$ cat src/rtl/stream_demux_1to6_32b.sv
// Registered 1-to-6 stream demultiplexer with broadcast and discard modes.
// Each output owns a one-entry slot, so no combinational path runs from input to output.
module stream_demux_1to6_32b #(
  parameter int size  = 32,
  parameter int CNT_W = 8
) (
  input  logic              clk,
  input  logic              rst,
  input  logic [size-1:0]   in_data,
  input  logic              in_valid,
  output logic              in_ready,
  input  logic [2:0]        select,
  output logic [6*size-1:0] out_data,
  output logic [5:0]        out_valid,
  input  logic [5:0]        out_ready,
  output logic [CNT_W-1:0]  drop_count
);

  logic [5:0]       slot_valid_r;
  logic [size-1:0]  slot_data_r [6];
  logic [CNT_W-1:0] drop_count_r;

  logic [5:0]       free_s;
  logic             in_ready_s;
  logic             xfer_s;
  logic [5:0]       load_s;
  logic             drop_s;

  // A slot can take a word if it is empty or its current word leaves this cycle.
  always_comb begin
    free_s = ~slot_valid_r | out_ready;
  end

  // Acceptance depends only on the selected target(s); in_valid never feeds back.
  always_comb begin
    in_ready_s = 1'b0;
    case (select)
      3'd0:    in_ready_s = free_s[0];
      3'd1:    in_ready_s = free_s[1];
      3'd2:    in_ready_s = free_s[2];
      3'd3:    in_ready_s = free_s[3];
      3'd4:    in_ready_s = free_s[4];
      3'd5:    in_ready_s = free_s[5];
      3'd6:    in_ready_s = &free_s;
      3'd7:    in_ready_s = 1'b1;
      default: in_ready_s = 1'b0;
    endcase
  end

  // Decode the accepted word into per-slot loads or a discard.
  always_comb begin
    xfer_s = in_valid & in_ready_s;
    drop_s = xfer_s & (select == 3'd7);
    load_s = 6'b000000;
    for (int i = 0; i < 6; i++) begin
      if (xfer_s && ((select == 3'(i)) || (select == 3'd6))) begin
        load_s[i] = 1'b1;
      end else begin
        load_s[i] = 1'b0;
      end
    end
  end

  // Slot registers: a load wins over a drain so a port sustains one word per cycle.
  always_ff @(posedge clk) begin
    if (rst) begin
      slot_valid_r <= 6'b000000;
      for (int i = 0; i < 6; i++) begin
        slot_data_r[i] <= '0;
      end
    end else begin
      for (int i = 0; i < 6; i++) begin
        if (load_s[i]) begin
          slot_valid_r[i] <= 1'b1;
          slot_data_r[i]  <= in_data;
        end else if (out_ready[i] && slot_valid_r[i]) begin
          slot_valid_r[i] <= 1'b0;
        end
      end
    end
  end

  // Saturating count of discarded words.
  always_ff @(posedge clk) begin
    if (rst) begin
      drop_count_r <= '0;
    end else if (drop_s && (drop_count_r != {CNT_W{1'b1}})) begin
      drop_count_r <= drop_count_r + CNT_W'(1);
    end
  end

  assign in_ready   = in_ready_s;
  assign out_valid  = slot_valid_r;
  assign drop_count = drop_count_r;

  for (genvar g = 0; g < 6; g++) begin : g_out
    assign out_data[g*size +: size] = slot_data_r[g];
  end

endmodule

$ cat config.mk
export PLATFORM = sky130hd
export DESIGN_NAME = stream_demux_1to6_32b
export DESIGN_NICKNAME = d
export VERILOG_FILES = /design/src/rtl/stream_demux_1to6_32b.sv
export SDC_FILE = /design/constraint.sdc
export NUM_CORES = 1
export LEC_CHECK = 0
export ABC_AREA = 1
export BUFFER_PORTS_ARGS = -buffer_cell sky130_fd_sc_hd__buf_4
export CORE_UTILIZATION = 30
export DETAILED_ROUTE_END_ITERATION = 16
export GPL_ROUTABILITY_DRIVEN = 0
export SYNTH_ARGS = -nofsm -noshare
export SYNTH_HDL_FRONTEND = slang
export SYNTH_SLANG_ARGS = --single-unit
$ cat constraint.sdc
create_clock -name clk -period 6.5 [get_ports clk]
set_input_delay 1.3 -clock clk [delete_from_list [all_inputs] [get_ports clk]]
set_output_delay 1.3 -clock clk [all_outputs]
set_load 0.01 [all_outputs]
Word level (Yosys, flattened, before mapping)
Memory sizes are Yosys's and may differ from the RTL's.
Index checks and enable logic that the tools add are counted.
{ "classes": {"reduce_logical": 27, "bitwise_logic": 10, "muxes": 45, "n_addsub": 1, "eq_ne": 8} }
{ "ops": {"columns": ["cell", "n"], "rows": [
  ["$mux 32", 6],
  ["$mux 1", 38],
  ["$logic_and 1x1->1", 13],
  ["$eq 3x3->1 const B", 4],
  ["$reduce_bool 2->1", 6],
  ["$add 8x1->8 const B", 1],
  ["$ne 8x8->1 const B", 1],
  ["$pmux 1 s8", 1],
  ["$eq 3x2->1 const B", 2],
  ["$logic_or 1x1->1", 6],
  ["$not 6->6", 1],
  ["$or 1x1->1", 6],
  ["$or 6x6->6", 1],
  ["$reduce_and 6->1", 1],
  ["$eq 3x1->1 const B", 1],
  ["$logic_not 3->1", 1],
  ["$and 1x1->1", 2]
]} }
{ "word_totals": {"ramBits": 192, "memories": 1, "in_bits": 44, "register_bits": 14, "word_cells": 99, "output_inout_bits": 207} }
{ "memory_table": {"columns": ["memory", "words", "word_bits", "rd", "rd_ports_with_merged_regs", "wr", "line_no", "text"], "rows": [
  ["slot_data_r", 6, 32, 6, 0, 6, "20", "logic [size-1:0] slot_data_r [6];"]
]} }

Depth between registers and ports, before layout
{ "depth": {"word_depth": 11, "mapped_depth": 14, "depth_no_buf": 12} }

Least setup slack after synthesis
Ideal clock, no wire load.
{ "synth_path": {"path_kind": "input -> register", "startpoint": "input select[0]", "endpoint": "memory slot_data_r[2][0], enable pin", "arrival_ps": 4314, "path_slack_ps": 1720, "required_time_ps": 6034, "path_stages": 10, "cell_sequence": "buf_4 inv_2 nand3_2 nor2_1 nand2_1 nand2_1 nand2_1 nand3_4 nand2_2 o21ai_0"} }
{ "synth_lines": {"columns": ["element", "line_no", "text"], "rows": [
  ["start: declaration", "12", "input logic [2:0] select,"],
  ["end: declaration", "20", null]
]} }

Worst setup path after layout
{ "layout_path": {"startpoint": "input select[0]", "endpoint": "output in_ready"} }
{ "layout_between": {"elab_chain_cells": 2, "elab_cells_between_ends": 9, "cone_classes": "eq/ne (7); mux (1); reduce/logical (1)"} }
{ "layout_rtl": {"columns": ["element", "line_no", "text"], "rows": [
  ["$eq 3x3->1 (tied with other cells)", "37", "case (select)"],
  ["$pmux 1 s8 *", "37", null],
  ["end: declaration", "11", "output logic in_ready,"]
]} }
Every way passes the cells marked *; elsewhere a longest branch is shown, timed or not.

==> metrics.txt <==
Synth area leaders=edfxtp_1 73%, nor2_1 10%, dfxtp_1 3.6%; worst hold margin=0.489 ns; final period utilization=56.4%; Die X=164 microns; fillers=2,458; worst slew pin tran=0.996 ns; Netlist cell types=23; FF-to-FF End=slot_data_r[5][3]$_SDFFCE_PN0P_; Synth top area share=73.1%; average size of a mapped cell=12.8 sq um; Avg WL per Cell=17.5 microns; grt ovf=0; synthesized area=7890 sq um; CTS resizes=0; DRT iter0 DRCs=387; die area=27,000 sq um; kind of critical path=primary input to primary output; Hold WC Path Type=register to register; Hold EP=out_valid[0]$_SDFFE_PP0P_; post-CTS setup buffer count=0; Post-Route Setup TNS=0 ns; Net Count, Synth=662; # diodes=0; yosys warns=0; DRC=0; fin crit period=3.67 ns; clk slew on worst S/H paths=0.07 ns; Clock Path Buffers=3; Post-Route WL=21,300 microns; Layout Nets=913; Rows=59; hold path cells=2; CP max-delay cell=nand3_4; critical path data required time=5.20 ns; CP Capture Type=primary output; status=complete, no violations; Peak VDD IR=0.176 mV; clk_skew=0.0110 ns; Crit Reg-Reg Startpoint=out_valid[2]$_SDFFE_PP0P_; worst hold start=out_valid[0]$_SDFFE_PP0P_; Slew headroom=33.4%; total power=3.06 mW; Die H=164 microns; largest area contributor in the netlist=edfxtp_1; buffers added on ports=250; Hold-fix buffers, CTS=0; #FFs+latches synth=206; core area=25,900 sq um; Vias/cell=4.35; worst path cell trace=buf_4 > inv_2 > nor2_1 > nand3_1 > nand3_1 > nor2_1 > nand3_4 > buf_4; post-synthesis xor/xnor area fraction=0%; Power Density=285 nW/um^2; multi-input logic area=1380 sq um; FMAX=273 MHz; WP buf/inv=3; P_leak=4.85 nW; Final Slew Violations=0; via count=5,301; Starting Density=30.5%; crit-path leading delay family=simple AND/OR/NAND/NOR gates; initial antenna violation count=0; largest net degree at the start of global routing=34; Worst Path Arrival=2.37 ns; slowest stage delay, CP=0.21 ns; vias in the first global route=5,046; first-pass GRT wire length=30,500 microns; overall global routing resource usage=15.2%; Post-Synth Simple-Gate Area=16.6%; Setup crit start kind=primary input; share of post-route cells with drive strength above 1=34.3%; CTS tree=yes; r2r setup slk=3.92 ns; final hold violations=0; H-tree depth=1; unrepaired setup endpoints after global routing=false; HPWL Detailed=13,700 microns; total clock sinks=206; post-route ant nets=0; Mapped Cells=617; Max FO, Critical Path=17; Syn-to-layout area delta=35.9%; worst skew pair latency=0.50 ns; Ports=251; Compound-Gate Fraction of Synth Area=0.317%; post-synthesis adder-cell area fraction=0.159%; max-cap viol count=0; largest family of logic cells by synthesized area=simple AND/OR/NAND/NOR gates; # setup viols final=0; post-synthesis mux area share=0%; storage element area=6050 sq um; sequential area share after synthesis=76.6%; Pre-Repair DR Iteration Count=6; CTS Buf Count=22; root buffer cell=clkbuf_16; Reg2Reg Depth=11
-- cells in the mapped netlist, drive strengths merged --
master,number
nand2,58
nor3,1
nand4,9
a21oi,1
clkinv,1
o21ai,4
nor2,213
ha,1
clkbuf,4
buf,21
inv,70
nand3,28
edfxtp,192
dfxtp,14
-- flip-flops by register name, indices dropped and copies added, names as in the netlist --
| signal | count |
|---|---|
| out_valid | 6 |
| slot_data_r | 192 |
| drop_count | 8 |
-- layout make-up --
cell class | instances | area share [%]
Tap cell | 335 | 3.91
Clock inverter | 13 | 1.25
Sequential cell | 206 | 56.4
Inverter | 71 | 2.48
Multi-Input combinational cell | 315 | 12.8
Timing Repair Buffer | 252 | 17.6
Clock buffer | 27 | 5.51
-- cells by family after synthesis --
| group | after synthesis |
|---|---|
| simple gates | 309 |
| flops | 206 |
| buf+inv | 96 |
| compound gates | 5 |
| fa+ha+maj | 1 |
-- placed cells by master (no fill, tap or decap), drive strengths merged --
master	instances
nand3	28
a21oi	1
clkbuf	27
nor2	213
inv	70
nand2	58
buf	252
ha	1
nor3	1
edfxtp	192
clkinv	11
o21ai	4
nand4	9
bufinv	3
dfxtp	14
-- worst max-delay path by stage --
stage	from	endpoint	slack, ns	cells past startpoint
after floorplan	select[0]	slot_data_r[2][0]$_SDFFCE_PN0P_	1.72	10
after global placement	select[0]	slot_data_r[5][22]$_SDFFCE_PN0P_	2.83	12
after detailed placement	select[0]	slot_data_r[5][22]$_SDFFCE_PN0P_	2.70	12
after CTS	select[0]	in_ready	2.86	8
after global routing	select[0]	in_ready	2.80	8
final	select[0]	in_ready	2.83	8
-- layer usage --
layer,vias to the layer above,wire length [microns],global-route usage [%]
met5,-,0,0
met4,0,399,4.25
met3,29,1590,3.16
met2,216,10500,26.0
met1,2523,8820,19.3
li1,2533,-,-
-- per-stage QoR --
stage               utilization, %  std cells  setup WS [ns]  cell area [sq um]
global route                  41.4       1219           2.80              10700
global placement              38.6       1179           2.83              10000
detailed placement            38.6       1179           2.70              10000
finish                        41.4       1219           2.83              10700
CTS                           41.4       1219           2.86              10700
floorplan                        -        617           1.72               7890
-- worst min-delay path, stage by stage, from the launching register on --
cell	delay [ns]
dfxtp_1	0.32
nand3_1	0.08
nand2_1	0.05
-- where the power goes --
part | total, mW | internal (mW) | switching, mW
clock | 1.26 | 0.762 | 0.502
combinational | 0.259 | 0.0985 | 0.161
sequential | 1.53 | 1.51 | 0.0194
Note: power is estimated with default switching activity, not from simulation.
